File: src/rtl/gate_bank_reg.sv
// gate_bank_reg: registered bank of basic gates (WIDTH-bit AND, 1-bit OR,
// 1-bit NAND), a registered valid flag and a saturating counter of
// captures whose AND result is nonzero.
// Optional feature: define GATE_PARITY_EN to add the and_par output, the
// registered XOR-reduce of (and_a & and_b).
module gate_bank_reg #(
  parameter int WIDTH = 4,
  parameter int CNT_W = 8
) (
  input  logic             clk,
  input  logic             rst_n,
  input  logic             in_valid,
  input  logic [WIDTH-1:0] and_a,
  input  logic [WIDTH-1:0] and_b,
  input  logic             or_a,
  input  logic             or_b,
  input  logic             nand_a,
  input  logic             nand_b,
  output logic [WIDTH-1:0] and_y,
  output logic             or_y,
  output logic             nand_y,
  output logic             out_valid,
  output logic [CNT_W-1:0] and_nz_cnt
`ifdef GATE_PARITY_EN
  ,
  output logic             and_par
`endif
);

  localparam logic [CNT_W-1:0] CNT_MAX = '1;

  logic [WIDTH-1:0] and_res;
  logic [WIDTH-1:0] and_y_q, and_y_d;
  logic             or_y_q, or_y_d;
  logic             nand_y_q, nand_y_d;
  logic             valid_q;
  logic [CNT_W-1:0] cnt_q, cnt_d;

  assign and_res = and_a & and_b;

  // Next-state: load the gate functions on capture, otherwise hold;
  // the counter advances on nonzero AND captures and sticks at its maximum.
  always_comb begin
    and_y_d  = and_y_q;
    or_y_d   = or_y_q;
    nand_y_d = nand_y_q;
    cnt_d    = cnt_q;
    if (in_valid) begin
      and_y_d  = and_res;
      or_y_d   = or_a | or_b;
      nand_y_d = ~(nand_a & nand_b);
      if ((|and_res) && (cnt_q != CNT_MAX)) begin
        cnt_d = cnt_q + CNT_W'(1);
      end
    end
  end

  // State registers; reset wins over a simultaneous in_valid.
  always_ff @(posedge clk) begin
    if (!rst_n) begin
      and_y_q  <= '0;
      or_y_q   <= 1'b0;
      nand_y_q <= 1'b1;
      valid_q  <= 1'b0;
      cnt_q    <= '0;
    end else begin
      and_y_q  <= and_y_d;
      or_y_q   <= or_y_d;
      nand_y_q <= nand_y_d;
      valid_q  <= in_valid;
      cnt_q    <= cnt_d;
    end
  end

  assign and_y      = and_y_q;
  assign or_y       = or_y_q;
  assign nand_y     = nand_y_q;
  assign out_valid  = valid_q;
  assign and_nz_cnt = cnt_q;

`ifdef GATE_PARITY_EN
  logic par_q, par_d;

  // Parity of the AND result follows and_y: capture, hold, reset to 0.
  always_comb begin
    par_d = par_q;
    if (in_valid) begin
      par_d = ^and_res;
    end
  end

  // Parity register.
  always_ff @(posedge clk) begin
    if (!rst_n) begin
      par_q <= 1'b0;
    end else begin
      par_q <= par_d;
    end
  end

  assign and_par = par_q;
`endif

endmodule

File: config.mk
export PLATFORM = sky130hd
export DESIGN_NAME = gate_bank_reg
export DESIGN_NICKNAME = d
export VERILOG_FILES = /design/src/rtl/gate_bank_reg.sv
export SDC_FILE = /design/constraint.sdc
export NUM_CORES = 1
export LEC_CHECK = 0
export CAP_MARGIN = 15
export CORE_ASPECT_RATIO = 1.2
export CORE_MARGIN = 2
export CORE_UTILIZATION = 40
export CTS_CLUSTER_DIAMETER = 40
export DETAILED_ROUTE_END_ITERATION = 7
export PLACE_DENSITY_LB_ADDON = 0.05
export SETUP_SLACK_MARGIN = 0.1
export SYNTH_ARGS = -nofsm -noshare
export SYNTH_HDL_FRONTEND = slang
export SYNTH_SLANG_ARGS = --single-unit
File: constraint.sdc
create_clock -name clk -period 1.6 [get_ports clk]
set_input_delay 0.16 -clock clk [delete_from_list [all_inputs] [get_ports clk]]
set_output_delay 0.16 -clock clk [all_outputs]
set_load 0.01 [all_outputs]
[Word level (Yosys, flattened, before mapping)]
Cells that the tools add are included.
Storage, ports and cells
  register bits: 15
  bits of input ports: 15
  output and inout bits: 15
  word-level logic and storage cells: 14
Cells by class
  add/subtract/negate cells: 1
  eq/ne operators: 1
  bitwise logic cells: 4
  reduce and logical (&&, ||, !) cells: 3
Operators by type and width (number)
  adder 8 x 1 -> 8 bit (second input constant): 1
  != test 8 bit (second input constant): 1
  bitwise AND 4 bit: 1
  OR reduction 4 bit: 1
  AND reduction 2 bit: 1
  bitwise AND 1 bit: 1
  logical AND 1 bit: 1
  inverter 1 bit: 1
  OR 1 bit: 1

[Logic depth before layout (Yosys ltp)]
Gate-level depths: netlist of the first run.
  depth after elaboration: 4
  depth in mapped cells: 6

[Worst setup path before layout of the first run]
No wires, ideal clock.
  path kind: flip-flop to flip-flop
  start: register cnt_q[0], in the netlist and_nz_cnt[0]
  end: register cnt_q[4], in the netlist and_nz_cnt[4]
  library setup time: 0.070 ns
  data arrival time: 1.359 ns
  path slack: 0.171 ns
  stages on the path, launching flop included: 7
  clock period less this slack: 1.429 ns
  path through: dfxtp_1 > ha_1 > nand3_1 > nor2_2 > buf_6 > or4_1 > a21oi_1
On the way
  word-level cells in the longest chain between the ends: 3
RTL lines
  start: declaration: RTL line 37  | logic [CNT_W-1:0] cnt_q, cnt_d;
  start signal: assignment: RTL line 71  | cnt_q <= cnt_d;
  branches (longest 3 deep; another with adder 8 x 1 -> 8 bit)
Several ways; the timed one is not identified.
A chain may end at the register's enable or synchronous reset.

[Final worst setup path of the first run]
  start: register cnt_q[4], in the netlist and_nz_cnt[4]
  end: output port and_nz_cnt[4]
RTL lines
  end: declaration: RTL line 23  | output logic [CNT_W-1:0] and_nz_cnt
No word-level cell between the ends.

==> impl_metrics.tcl, run 1 <==
set metrics [dict create \
    muxShareOfSynthArea 0.0142 \
    cts-root-buf "clkbuf_4" \
    worstPathArrival_ps 1300 \
    yosysTopAreaCellShare 0.426 \
    worstSetupPathType "flop to primary output" \
    clock_latency_ps 280 \
    fin_crit_sh 0.911 \
    fp-row-count 16 \
    synthAdderAreaFrac 0.0178 \
    hp-class "input pin to flop" \
    synth_cell_types 28 \
    yosys-top-cells-area "dfxtp_1, nand3_1, nand2b_1, a21boi_0, or4_1" \
    grt_pass1_wl_um 2500 \
    synth.most_common_cell "dfxtp_1" \
    grt_setup_unrepaired "true" \
    synth_common_cells "dfxtp_1, nand3_1, nand2_1, nand2b_1" \
    cts_sinks 15 \
    cp_cell_sequence "clkdlybuf4s50_1" \
    status "complete, no violations" \
    worst_pin_slew_ps 390 \
    start_util 0.429 \
    antenna_found_initial 0 \
    drc_errors 0 \
    core-area_mm2 0.00164 \
    synthXorXnorAreaFrac 0 \
    gp_congestion 0.726 \
    synth_seq_cells 15 \
    drtPass1Iterations 3 \
    synth-seq-area-share 0.426 \
    yosysWarnings 0 \
    syn_area_um2 704 \
    clockBufferDepth 2 \
    synth_area_leader_cell "dfxtp_1" \
    cap_violations 0 \
    drtIter0Drc 11 \
    cts_setup_buffers 0 \
    worst_setup_path_end_kind "primary output" \
    wl_per_cell_um 11.6 \
    path_buf_inv 1 \
    ir_drop_mv 0.528 \
    critical_path_required_ps 1440 \
    dpl.hpwl_um 1110 \
    crit_slowest_cell "clkdlybuf4s50_1" \
    path_clk_slew_ps 100 \
    async_flop_share 0 \
    die_w_um 42.3 \
    cts_tree "yes" \
    die_height_um 50.0 \
    final_core_util 0.646 \
    routed_wl_um 1470 \
    detail_route.vias_per_cell 5.36 \
    htreeDepth 1 \
    overflow 0 \
    synth_nets 92 \
    setup_viol_count_final 0 \
    antenna_left 0 \
    areaGrowthSynthToFinish_pct 50.6 \
    fin_crit_ps 1460 \
    max_freq_ghz 0.686 \
    syn-instance-count 76 \
    critPathMaxFanout 6 \
    die-area_mm2 0.00211 \
    hold_viol 0 \
    drive_gt1_frac 0.147 \
    grt_use_total 0.151 \
    synth_area_per_cell_um2 9.27 \
    cts_made_buffers 3 \
    cp_top_family "buffers and inverters" \
    yosys.area_share.simple 0.245 \
    slew_headroom 0.739 \
    grt_pass1_vias 600 \
    cpPeakStageDelay_ps 570 \
    routed-via-count 681 \
    synth_top_family_by_area "compound AO/OA/AOI/OAI gates" \
    synth_compound_area_frac 0.249 \
    finClkSkew_ps 7.63 \
    power_leakage_nw 0.362 \
    antennaDiodeCount 0 \
    ios 30 \
    grt_max_degree 14 \
    p_per_area_mw_per_mm2 688 \
    io_buffers 29 \
    cp-start-kind "flop" \
    yosys_most_used_dff "dfxtp_1" \
    final.setup.tns_ps 0 \
    drv_slew 0 \
    synth_edf_count 0 \
    layout.nets 126 \
]
==> routing by layer <==
layer / up-vias / track usage / part of all wire
li1: 354 / - / -
met1: 309 / 0.185 / 0.46
met2: 16 / 0.241 / 0.49
met3: 2 / 0.0256 / 0.043
met4: 0 / 0.0938 / 0.014
met5: - / 0 / 0
==> state kept, by name, indices dropped and copies added (netlist names) <==
signal,cells
and_nz_cnt,8
and_y,4
nand_y,1
or_y,1
out_valid,1
==> cell type report <==
type                    count  area, um2
well taps                  18       22.5
repair buffers             33        320
clock buffers               3       22.5
inverters                   2       7.51
fillers                   152        581
clock inverters             1       5.00
flip-flops and latches     15        303
multi-input cells          55        380
==> through the flow <==
step	area, um2	std cells	hold WS, ps	total power [mW]	setup slack (ps)
after floorplan	704	76	306	0.446	171
after global placement	1020	123	464	0.520	-105
after detailed placement	1020	123	473	0.522	-138
after CTS	1050	127	472	0.742	100
after global routing	1060	127	481	0.769	59.0
final	1060	127	477	0.730	142
==> where the power goes <==
part	internal, mW	switching [mW]
Sequential	0.385	0.00782
Clock	0.0926	0.122
Combinational	0.0759	0.0463
==> what timing repair did <==
item | 4_1_cts | 5_1_grt
gates resized for setup | 0 | 4
hold buffers | 0 | 0
endpoints found under the setup margin | 0 | 10
==> cell families (layout without fill, tap and decap cells) <==
family                   after synthesis  count (layout)
buffers and inverters                  6              39
adder cells (fa/ha/maj)                1               1
AO/OA/AOI/OAI                         24              24
flip-flops                            15              15
multiplexers                           1               1
AND/OR/NAND/NOR                       29              29
==> cell usage in the layout (no fill, tap or decap) <==
cell and n:
or4_1 4, a21boi_0 4, nand2_1 5, nor4_2 1
buf_4 4, inv_1 2, nor2_2 1, clkdlybuf4s50_1 29
mux2i_1 1, clkinv_2 1, o311ai_0 1, a22o_2 1
nand4_2 1, o21ai_0 3, or3_1 1, dfxtp_1 13
o31ai_1 3, o211ai_1 1, a21boi_1 3, ha_2 1
nand3_1 9, a22o_1 1, a21oi_1 3, o21ai_4 1
dfxtp_2 2, clkbuf_4 3, nand2b_1 5, and2_1 1
o41ai_1 3, nor2_1 1
==> final timing paths <==
kind                               startpoint  depth (start not counted)            end  slack (ps)
worst max-delay path            and_nz_cnt[4]                          1  and_nz_cnt[4]         140
worst min register to register       and_y[2]                          2       and_y[2]         490
worst min-delay path                     or_a                          3           or_y         480
worst max register to register  and_nz_cnt[0]                          5  and_nz_cnt[3]         170
Power figures use the tool's default switching activity.
==> run 2, diff against run 1 <==
Settings changed: CORE_ASPECT_RATIO 1.2 to unset.
==> run 2 against run 1 <==
Effect of this change:
- cell count down 0.79%
- core utilization is 1.4 points lower
- setup slack improved by 43 ps
- global-route usage is 0.68 points higher
- fmax increased by 3.0%
- clock power is 4% lower
- non-clock buffer count is the same
- worst hold slack worse by 0.85 ps
- sequential cell count stayed put
- routed wire length decreased by 0.95%
- register-to-register slack is essentially flat
- via count rose by 2.3%
- critical path type is now flop to flop
- largest cell class unchanged
- largest power group unchanged
==> impl_metrics.tcl, run 2 (synthesis results as in run 1) <==
set metrics [dict create \
    status "complete, no violations" \
    wl_met1_um 717 \
    grt_pass1_vias 564 \
    io_buffers 29 \
    crit_slowest_cell "or4_1" \
    fp-row-count 15 \
    cts_made_buffers 3 \
    path_clk_slew_ps 90 \
    areaGrowthSynthToFinish_pct 51.7 \
    worstPathArrival_ps 1620 \
    start_util 0.417 \
    post-place-ws_ps -168 \
    drtIter0Drc 11 \
    top_layer_used "met4" \
    grt_setup_unrepaired "false" \
    cts_tree "yes" \
    cts-root-buf "clkbuf_4" \
    layout.nets 126 \
    htreeDepth 1 \
    multiInputGateArea_um2 385 \
    fillers 158 \
    mostFrequentLayoutCell "clkdlybuf4s50_1" \
    final_cell_mix "clkdlybuf4s50_1, dfxtp_1, nand3_1, nand2_1, nand2b_1" \
    drc_errors 0 \
    largest_reg_flops 8 \
    hold_viol 0 \
    fin_crit_ps 1420 \
    fin_crit_sh 0.884 \
    antenna_left 0 \
    die_height_um 46.0 \
    dr_wl_met2_um 658 \
    max_freq_ghz 0.707 \
    wl_per_cell_um 11.5 \
    drv_slew 0 \
    final_core_util 0.633 \
    finClkSkew_ps 2.16 \
    cp-start-kind "flop" \
    wl_met3_um 66 \
    hold_depth 3 \
    drtPass1Iterations 3 \
    slew_headroom 0.778 \
    detail_route.vias_per_cell 5.53 \
    worst_slack_ps 185 \
    ios 30 \
    setup_viol_count_final 0 \
    routed_wl_um 1460 \
    worst_setup_path_end_kind "flop" \
    hp-class "input pin to flop" \
    drive_gt1_frac 0.156 \
    p_per_area_mw_per_mm2 677 \
    ir_drop_mv 0.451 \
    dpl.hpwl_um 1140 \
    core-area_mm2 0.00169 \
    worstRegToRegCells 5 \
    worstSetupPathType "flop to flop" \
    clock_latency_ps 270 \
    critical_path_required_ps 1810 \
    die_w_um 46.0 \
    die-area_mm2 0.00211 \
    seq_area_um2 305 \
    critPathMaxFanout 11 \
    antenna_found_initial 0 \
    routed-via-count 697 \
    cp_cell_sequence "ha_2 -> nand3_1 -> nor2_4 -> or4_1 -> a21oi_1" \
    grt_max_degree 15 \
    grt_use_total 0.158 \
    cts_sinks 15 \
    gp_congestion 0.791 \
    antennaDiodeCount 0 \
    cap_violations 0 \
    clockBufferDepth 2 \
    overflow 0 \
    grt_pass1_wl_um 2380 \
    cpPeakStageDelay_ps 470 \
    cts_setup_buffers 0 \
    regToRegSetupSlack_ps 180 \
    worst_pin_slew_ps 332 \
    power_leakage_nw 0.376 \
]
## run 2: cell count changes in the layout (fill, tap and decap cells not counted), sizes merged
cell and delta:
clkbuf +1, clkdlybuf4s50 -1, clkinv -1, dlymetal6s2s +1
## run 2: worst max-delay path: cells and delay by family, from the launching register on
family	cells	cell delay, ps
compound gates	1	140
fa+ha+maj	1	190
flops	1	350
simple gates	3	680
## run 2: layout make-up
class,count,area share
flip-flops and latches,15,0.286
inverters,2,0.00703
multi-input cells,55,0.361
repair buffers,33,0.302
clock buffers,4,0.0246
well taps,17,0.0199
## run 2: routing by layer
metal,GRT usage,vias to the layer above
met5,0,-
met4,0.0686,0
met3,0.0357,2
met2,0.239,17
met1,0.211,321
li1,-,357
## run 2: report_power, final
| part | switching, mW | internal (mW) |
|---|---|---|
| combinational | 0.0479 | 0.0756 |
| clock | 0.111 | 0.0964 |
| sequential | 0.00693 | 0.385 |
## run 2: timing repair
item / in CTS / in global routing
endpoints found under the setup margin: 0 / 11
hold buffers: 0 / 0
resized for setup: 0 / 8
## run 2: path summary, 6_finish.rpt
path | end | start
setup reg to reg | and_nz_cnt[3] | and_nz_cnt[1]
setup / recovery | and_nz_cnt[3] | and_nz_cnt[1]
hold / removal | or_y | or_a
hold reg to reg | and_y[2] | and_y[2]
## run 2: through the flow
stage	power, mW	hold WS [ps]	setup TNS (ps)	cells	instance area (um2)
floorplan	0.446	306	0	76	704
CTS	0.731	475	0	126	1050
finish	0.723	476	0	126	1070
detailed placement	0.522	474	-742	122	1020
global route	0.767	503	0	126	1070
global placement	0.520	464	-499	122	1020
